[src/rtl/audio_pkg.sv]
// audio_pkg: shared types and constants for the audio output stage.
package audio_pkg;

  typedef enum logic [1:0] {
    MUTED     = 2'd0,
    RAMP_UP   = 2'd1,
    PLAY      = 2'd2,
    RAMP_DOWN = 2'd3
  } gain_state_t;

  localparam int              GAIN_W   = 4;
  localparam logic [GAIN_W-1:0] GAIN_MAX = 4'd15;
  localparam int              LEVEL_W  = 8;

endpackage

[src/rtl/audio_strobe_div.sv]
// audio_strobe_div: fractional divider producing a one-cycle strobe at
// SAMPLE_RATE on average from a CLK_FREQ clock (phase accumulator).
module audio_strobe_div #(
  parameter int CLK_FREQ    = 25175000,
  parameter int SAMPLE_RATE = 16384
) (
  input  logic clock,
  input  logic reset_n,
  output logic strobe_o
);

  // acc < CLK_FREQ and SAMPLE_RATE < CLK_FREQ, so the sum stays below
  // 2*CLK_FREQ and fits one extra bit above clog2(CLK_FREQ).
  localparam int               ACC_W = $clog2(CLK_FREQ) + 1;
  localparam logic [ACC_W-1:0] FREQ  = ACC_W'(CLK_FREQ);
  localparam logic [ACC_W-1:0] RATE  = ACC_W'(SAMPLE_RATE);

  logic [ACC_W-1:0] acc;
  logic [ACC_W-1:0] sum;

  assign sum = acc + RATE;

  // Advance the phase; emit a strobe and subtract one period on overflow.
  always_ff @(posedge clock) begin
    if (!reset_n) begin
      acc      <= '0;
      strobe_o <= 1'b0;
    end else if (sum >= FREQ) begin
      acc      <= sum - FREQ;
      strobe_o <= 1'b1;
    end else begin
      acc      <= sum;
      strobe_o <= 1'b0;
    end
  end

endmodule

[src/rtl/audio_out.sv]
// audio_out: sample strobe generation, click-free mute/unmute gain ramp and
// 1-bit audio output. Build option AUDIO_PWM_EN replaces the sigma-delta
// modulator with a glitch-free 8-bit PWM.
module audio_out #(
  parameter int CLK_FREQ    = 25175000,
  parameter int SAMPLE_RATE = 16384,
  parameter int RAMP_DIV    = 64
) (
  input  logic       clock,
  input  logic       reset_n,
  input  logic [3:0] sample_i,
  input  logic       mute_i,
  output logic       sample_ena_o,
  output logic [3:0] gain_o,
  output logic       muted_o,
  output logic       audio_o
);

  import audio_pkg::*;

  localparam int              CNT_W    = (RAMP_DIV > 1) ? $clog2(RAMP_DIV) : 1;
  localparam logic [CNT_W-1:0] CNT_LAST = CNT_W'(RAMP_DIV - 1);

  gain_state_t         state, state_nx;
  logic [GAIN_W-1:0]   gain, gain_nx;
  logic [CNT_W-1:0]    ramp_cnt, cnt_nx, cnt_tick;
  logic                wrap;
  logic [3:0]          sample_p0;
  logic [LEVEL_W-1:0]  level_mult;
  logic [LEVEL_W-1:0]  level_p1;

  // Saturating single gain step; never wraps past 0 or GAIN_MAX.
  function automatic logic [GAIN_W-1:0] gain_step(input logic [GAIN_W-1:0] g,
                                                  input logic up);
    if (up) return (g == GAIN_MAX) ? g : g + 1'b1;
    else    return (g == '0)       ? g : g - 1'b1;
  endfunction

  audio_strobe_div #(
    .CLK_FREQ   (CLK_FREQ),
    .SAMPLE_RATE(SAMPLE_RATE)
  ) u_strobe (
    .clock   (clock),
    .reset_n (reset_n),
    .strobe_o(sample_ena_o)
  );

  // Stage p0: capture the generator sample once per strobe.
  always_ff @(posedge clock) begin
    if (!reset_n)          sample_p0 <= '0;
    else if (sample_ena_o) sample_p0 <= sample_i;
  end

  // Gain FSM state register; only moves on strobe cycles via state_nx.
  always_ff @(posedge clock) begin
    if (!reset_n) begin
      state    <= MUTED;
      gain     <= '0;
      ramp_cnt <= '0;
    end else begin
      state    <= state_nx;
      gain     <= gain_nx;
      ramp_cnt <= cnt_nx;
    end
  end

  // Gain FSM next state: ramp one step every RAMP_DIV strobes; a reversal
  // keeps the current gain and restarts the step interval.
  always_comb begin
    state_nx = state;
    gain_nx  = gain;
    cnt_nx   = ramp_cnt;
    wrap     = (ramp_cnt == CNT_LAST);
    cnt_tick = wrap ? '0 : ramp_cnt + 1'b1;
    if (sample_ena_o) begin
      unique case (state)
        MUTED: begin
          gain_nx = '0;
          cnt_nx  = '0;
          if (!mute_i) begin
            // The unmute strobe already counts toward the first step.
            state_nx = RAMP_UP;
            cnt_nx   = cnt_tick;
            if (wrap) gain_nx = gain_step('0, 1'b1);
          end
        end
        RAMP_UP: begin
          if (mute_i) begin
            state_nx = RAMP_DOWN;
            cnt_nx   = '0;
          end else begin
            cnt_nx = cnt_tick;
            if (wrap) gain_nx = gain_step(gain, 1'b1);
            if (gain_nx == GAIN_MAX) begin
              state_nx = PLAY;
              cnt_nx   = '0;
            end
          end
        end
        PLAY: begin
          gain_nx = GAIN_MAX;
          cnt_nx  = '0;
          if (mute_i) state_nx = RAMP_DOWN;
        end
        RAMP_DOWN: begin
          if (!mute_i) begin
            state_nx = RAMP_UP;
            cnt_nx   = '0;
          end else begin
            cnt_nx = cnt_tick;
            if (wrap) gain_nx = gain_step(gain, 1'b0);
            if (gain_nx == '0) begin
              state_nx = MUTED;
              cnt_nx   = '0;
            end
          end
        end
        default: begin
          state_nx = MUTED;
          gain_nx  = '0;
          cnt_nx   = '0;
        end
      endcase
    end
  end

  assign gain_o     = gain;
  assign muted_o    = (state == MUTED);
  assign level_mult = {4'b0000, sample_p0} * {4'b0000, gain};

`ifdef AUDIO_PWM_EN
  logic [LEVEL_W-1:0] pwm_cnt;

  // Stage p1 + PWM: level reloads only at the end of a PWM period.
  always_ff @(posedge clock) begin
    if (!reset_n) begin
      pwm_cnt  <= '0;
      level_p1 <= '0;
      audio_o  <= 1'b0;
    end else begin
      pwm_cnt <= pwm_cnt + 1'b1;
      if (pwm_cnt == '1) level_p1 <= level_mult;
      audio_o <= (pwm_cnt < level_p1);
    end
  end
`else
  logic [LEVEL_W-1:0] dacc;
  logic [LEVEL_W:0]   dsum;

  assign dsum = {1'b0, dacc} + {1'b0, level_p1};

  // Stage p1: register the scaled level every cycle.
  always_ff @(posedge clock) begin
    if (!reset_n) level_p1 <= '0;
    else          level_p1 <= level_mult;
  end

  // First-order sigma-delta: the accumulator carry is the output bit.
  always_ff @(posedge clock) begin
    if (!reset_n) begin
      dacc    <= '0;
      audio_o <= 1'b0;
    end else begin
      dacc    <= dsum[LEVEL_W-1:0];
      audio_o <= dsum[LEVEL_W];
    end
  end
`endif

endmodule

[config.mk]
export PLATFORM = sky130hd
export DESIGN_NAME = audio_out
export DESIGN_NICKNAME = d
export VERILOG_FILES = /design/src/rtl/audio_pkg.sv /design/src/rtl/audio_strobe_div.sv /design/src/rtl/audio_out.sv
export SDC_FILE = /design/constraint.sdc
export NUM_CORES = 1
export LEC_CHECK = 0
export ABC_AREA = 1
export CORE_ASPECT_RATIO = 0.8
export CORE_MARGIN = 2
export CORE_UTILIZATION = 35
export CTS_CLUSTER_SIZE = 20
export DETAILED_ROUTE_END_ITERATION = 16
export MAX_ROUTING_LAYER = met4
export SYNTH_ARGS = -nofsm -noshare
export SYNTH_HDL_FRONTEND = slang
export SYNTH_SLANG_ARGS = --single-unit
[constraint.sdc]
create_clock -name clock -period 3.8 [get_ports clock]
set_input_delay 0.38 -clock clock [delete_from_list [all_inputs] [get_ports clock]]
set_output_delay 0.38 -clock clock [all_outputs]
set_load 0.02 [all_outputs]
==> reports/qor.txt, run 1 <==
outcome - complete, no violations
GRT Overall Usage - 15.9%
hold wc startpoint - ramp_cnt[4]
pwr/cell area - 347 nW/um^2
met2 usage - 24.7%
post-synth cell types - 35
dominant cells by area after synthesis - dfxtp_1, nand2_1, ha_1
total core area - 11000 um^2
Slew headroom - 56.3%
register area share after synthesis - 28.4%
Max FO, Critical Path - 12
Clock transition at path regs - 50 ps
vias - 3720
Largest delay share family, worst path - adder cells
largest net degree at the start of global routing - 43
M1 GR Usage - 20.4%
CP Cell Sequence - nand2_1 > fa_1 > inv_1 > fa_1 > ha_1 > a21o_1 > a31oi_1 > o21bai_1 > a21oi_1 > o21ai_0 > a21oi_1
async set-reset flop share out of synthesis - 0%
met3 usage - 3.69%
clock sink total - 57
cts bufs inserted - 9
WP data required - 4060 ps
hold crit path type - flop to flop
R2R Path End - level_p1[7]
final hold vios - 0
nets - 676
RSZ-0062 raised after global routing - false
Worst-Margin Slew - 652 ps
top cell type's share of synthesized area - 28.4%
slowest CP cell - dfxtp_1
largest stage delay on the critical path - 560 ps
GR peak layer - met2
Mapped Nets - 667
Final Power - 1.59 mW
CP Launch Point - gain_o[3]
area grow syn2layout - 14.1%
initial antenna violation count - 0
synthesized area - 4010 um^2
Detailed Routing Iterations Pass 1 - 6
Stages on worst setup path - 11
largest area contributor in the netlist - dfxtp_1
Die W - 124 um
final setup fails - 0
startpoint types - flop
initial core utilization - 36.4%
DR WL/cell - 11.0 um
number of global-route vias before repair - 3496
I/O Buffers - 13
Post-synth EDFFs - 0
final critical-path required period - 2980 ps
htree depth - 3
Critical Setup Path Class - flop to flop
P_leak - 2.21 nW
CTS root buffer - clkbuf_16
Post-synth top flop - dfxtp_1
first-pass GRT wire length - 15300 um
max-slew violations - 0
vias per cell - 4.76
Mapped Cells - 625
die area - 12300 um^2
DR DRC count - 0
HPWL Detailed - 6220 um
Clock Tree Buf Depth - 2
R2R setup slack - 820 ps
Max Fclk - 336 MHz
Tcrit/Tclk final - 78.4%
layout cells sized above 1 - 5.49%
CP Capture Point - level_p1[7]
drt total wl - 8640 um
setup_tns - 0 ps
FP Rows - 34
CTS tree - built
cts repair resizes - 0
worst skew pair latency - 320 ps
r2r worst-path depth - 11
Max Cap Viol - 0
gr ovfl total - 0
CP endpoint kind - flop
clk_skew - 6.61 ps
average cell area after synthesis - 6.42 um^2
GPL Wtd Cong - 0.802
worst path buffer plus inverter count - 1
Synth Register Bits - 57
Syn. warnings - 0
ant diodes - 0
Place WS - 809 ps
IO Count - 14
crit path DAT - 3240 ps
maximum VDD drop - 234 uV
Antenna Nets Post-Route - 0
Post-CTS Setup Bufs - 0
First DRT Iteration DRCs - 157
Worst R2R Start - gain_o[3]
Die Span Y - 99.8 um
cts hold-fix bufs - 0
final setup margin - 820 ps
## registers in the layout (all words and copies together), names as in the netlist
signal	cells
gain_o	4
u_strobe.acc	23
ramp_cnt	6
audio_o	1
dacc	8
u_strobe.strobe_o	1
sample_p0	4
level_p1	8
state	2
## worst min path at each step
stage / to / slack, ps / cells after the start
after floorplan: level_p1[0] / 440 / 2
after global placement: u_strobe.acc[4] / 470 / 2
after detailed placement: ramp_cnt[4] / 470 / 2
after CTS: ramp_cnt[4] / 480 / 2
after global routing: ramp_cnt[4] / 500 / 2
final: ramp_cnt[4] / 480 / 2
## tightest hold or removal path: cells and delay by family (launching register included)
family             cells  cell delay [ps]
AOI/OAI and AO/OA      1               60
DFF                    1              320
and+or+nand+nor        1               60
## cells in the mapped netlist (3+ instances only)
master    instances
nor2_1           71
inv_1            88
dfxtp_1          57
o21ai_0          30
nand2_1         168
nand2_2           7
clkbuf_1          7
a21oi_1          51
nor3_1            3
fa_1              5
nand3_1          52
buf_6             3
a31oi_1           3
buf_2             4
nor2_2            4
o21bai_1          3
xor2_1            6
ha_1             30
inv_2             3
nand4_1          10
## where the power goes
part	internal, mW	switching (mW)	leakage [nW]	total [mW]
clock	0.654	0.278	0.169	0.932
combinational	0.0182	0.0340	1.59	0.0522
sequential	0.601	0.00379	0.459	0.605
total	1.27	0.316	2.21	1.59
## layout make-up
cell class                      count  area (um^2)
Fill cell                        1142         6440
Multi-Input combinational cell    459         2430
Sequential cell                    57         1140
Inverter                           93          349
Clock buffer                       10          239
Tap cell                          144          180
Timing Repair Buffer               14          138
Clock inverter                      5          104
## cell families after synthesis
| group | synth area share [%] |
|---|---|
| AO/OA/AOI/OAI | 12.3 |
| flip-flops | 28.4 |
| adder cells (fa/ha/maj) | 11.8 |
| AND/OR/NAND/NOR | 34.9 |
| XOR/XNOR | 1.53 |
| buffers and inverters | 11.1 |
## placed cells by master, fill, tap and decap left out, drive strengths merged
master         synthesis  routed
nand2                175     175
inv                   91      91
nor2                  78      78
dfxtp                 57      57
nand3                 54      54
a21oi                 51      51
o21ai                 30      30
ha                    30      30
clkdlybuf4s50          0      13
nand4                 10      10
clkbuf                 7      10
xor2                   6       6
fa                     5       5
clkinv                 2       4
nor3                   3       3
o21bai                 3       3
a31oi                  3       3
bufinv                 0       3
o211ai                 2       2
a21o                   2       2
and2                   1       1
xnor2                  1       1
nand3b                 1       1
o21a                   1       1
o31ai                  1       1
nor4                   1       1
and3                   1       1
buf                    9       1
## through the flow
| step | hold slack, ps | instance area, um^2 | cells | utilization (%) |
|---|---|---|---|---|
| floorplan | 445 | 4010 | 625 | - |
| global placement | 472 | 4240 | 767 | 38.5 |
| detailed placement | 474 | 4240 | 767 | 38.5 |
| CTS | 483 | 4580 | 782 | 41.6 |
| global route | 500 | 4580 | 782 | 41.6 |
| finish | 483 | 4580 | 782 | 41.6 |
## layer usage
layer | share of wire (%) | vias to the layer above
li1 | - | 2009
met1 | 52 | 1648
met2 | 43 | 52
met3 | 3.5 | 11
met4 | 1.5 | 0
met5 | 0 | -
(Power assumes the default switching activity.)
==> run 2: changes to the inputs <==
clock period = 3.1 ns   (was 3.8 ns; I/O delays follow)
==> reports/qor.txt, run 2 (synthesis gave the netlist of run 1 again) <==
Tcrit/Tclk final - 91.3% (+13 points)
number of global-route vias before repair - 3425 (-2.0%)
pwr/cell area - 389 nW/um^2 (+12%)
Antenna Nets Post-Route - 0 (unchanged)
clock sink total - 57 (unchanged)
Detailed Routing Iterations Pass 1 - 5 (-1)
total core area - 11000 um^2 (unchanged)
clock network fraction of total power - 54.4% (-4.3 points)
P_leak - 2.20 nW (-0.53%)
final critical-path required period - 2830 ps (-150 ps)
number of flip-flops in the largest register - 23 (unchanged)
Flop pwr share - 42.0% (+3.9 points)
FP Rows - 34 (unchanged)
vias per cell - 4.78 (+0.42%)
I/O Buffers - 13 (unchanged)
WP data required - 3370 ps (-690 ps)
HPWL Detailed - 6430 um (+3.3%)
outcome - complete, no violations
final setup margin - 270 ps (-550 ps)
Worst-Margin Slew - 684 ps (+31.9 ps)
Die Span Y - 99.8 um (unchanged)
final setup fails - 0 (unchanged)
cts repair resizes - 0 (unchanged)
clk_skew - 6.05 ps (-0.564 ps)
largest stage delay on the critical path - 550 ps (about the same)
Max Fclk - 353 MHz (+5.3%)
Die W - 124 um (unchanged)
Slew headroom - 54.1% (-2.1 points)
Switching Share - 22.1% (+2.2 points)
initial antenna violation count - 0 (unchanged)
max-slew violations - 0 (unchanged)
Post-CTS Setup Bufs - 0 (unchanged)
CP Cell Sequence - nand2_1 > fa_1 > inv_1 > fa_1 > ha_1 > a21o_1 > a31oi_1 > o21bai_1 > a21oi_1 > o21ai_0 > a21oi_1
worst skew pair latency - 340 ps (+20 ps)
commonest non-fill, non-tap cell in the layout - nand2_1
CTS tree - built
Max FO, Critical Path - 8 (-4)
First DRT Iteration DRCs - 200 (+27%)
ant diodes - 0 (unchanged)
Internal - 1.37 mW (+8.0%)
crit path DAT - 3100 ps (-140 ps)
largest net degree at the start of global routing - 43 (unchanged)
slowest CP cell - fa_1
sw power - 0.391 mW (+24%)
maximum VDD drop - 249 uV (+6.3%)
DR DRC count - 0 (unchanged)
commonest non-fill, non-tap cells in the layout - nand2_1, inv_1, nor2_1
area grow syn2layout - 13.1%
Combinational Power Share - 3.6% (+0.3 points)
vias - 3750 (+0.81%)
drt total wl - 8740 um (+1.2%)
layout cells sized above 1 - 5.77% (+0.29 points)
CTS root buffer - clkbuf_16
Critical Setup Path Class - flop to flop
first-pass GRT wire length - 15200 um (-0.45%)
cts hold-fix bufs - 0 (unchanged)
nets - 678 (+0.30%)
hold crit path type - flop to flop
htree depth - 3 (unchanged)
initial core utilization - 36.4% (unchanged)
Largest Register - u_strobe.acc
final hold vios - 0 (unchanged)
Place WS - 272 ps (-537 ps)
die area - 12300 um^2 (unchanged)
GPL Wtd Cong - 0.789 (-1.7%)
RSZ-0062 raised after global routing - false
cts bufs inserted - 9 (unchanged)
IO Count - 14 (unchanged)
Clock transition at path regs - 50 ps (about the same)
CP endpoint kind - flop
Max Cap Viol - 0 (unchanged)
DR WL/cell - 11.1 um (+0.79%)
setup_tns - 0 ps (unchanged)
gr ovfl total - 0 (unchanged)
GRT Overall Usage - 16.0% (+0.16 points)
Clock Tree Buf Depth - 2 (unchanged)
Largest regs - u_strobe.acc x23, dacc x8, level_p1 x8
startpoint types - flop
==> run 2: path summary, 6_finish.rpt <==
path	start	to	slack, ps	cells past startpoint
max	gain_o[1]	level_p1[7]	270	11
min	ramp_cnt[4]	ramp_cnt[4]	480	2
min reg2reg	ramp_cnt[4]	ramp_cnt[4]	480	2
max reg2reg	gain_o[1]	level_p1[7]	270	11
==> run 2: layer usage <==
metal	share of wire, %	global-route usage, %	routed length (um)	vias up
li1	-	-	-	2011
met1	51	19.9	4420	1643
met2	43	24.8	3760	81
met3	4.7	5.00	407	15
met4	1.8	5.16	158	0
met5	0	-	0	-
==> run 2: layout make-up <==
cell class                 count  area [um^2]
multi-input combinational    459         2430
timing repair buffer          16          153
tap                          144          180
clock inverter                 6         58.8
sequential                    57         1140
inverter                      93          349
fill                        1153         6480
clock buffer                  10          229
==> run 2: critical path: cells and delay by family, from the launching register on <==
| kind | cells | cell delay, ps |
|---|---|---|
| AO/OA/AOI/OAI | 6 | 870 |
| adder cells (fa/ha/maj) | 3 | 1260 |
| buffers and inverters | 1 | 50 |
| flip-flops | 1 | 460 |
| AND/OR/NAND/NOR | 1 | 110 |
==> run 2: per-stage QoR <==
stage / cell area [um^2] / hold WS (ps) / util, % / instances / power (mW)
5_1_grt: 4540 / 508 / 41.2 / 785 / 1.83
3_3_place_gp: 4250 / 473 / 38.6 / 769 / 0.820
2_1_floorplan: 4010 / 445 / - / 625 / 0.798
6_report: 4540 / 484 / 41.2 / 785 / 1.77
4_1_cts: 4540 / 483 / 41.2 / 785 / 1.80
3_5_place_dp: 4250 / 475 / 38.6 / 769 / 0.821
==> run 2: power groups by stage <==
stage	Combinational [mW]	Sequential [mW]	Clock (mW)
after floorplan	0.0428	0.756	0
after global placement	0.0631	0.757	0
after detailed placement	0.0638	0.757	0
after CTS	0.0643	0.741	0.991
after global routing	0.0729	0.742	1.02
final	0.0641	0.742	0.960
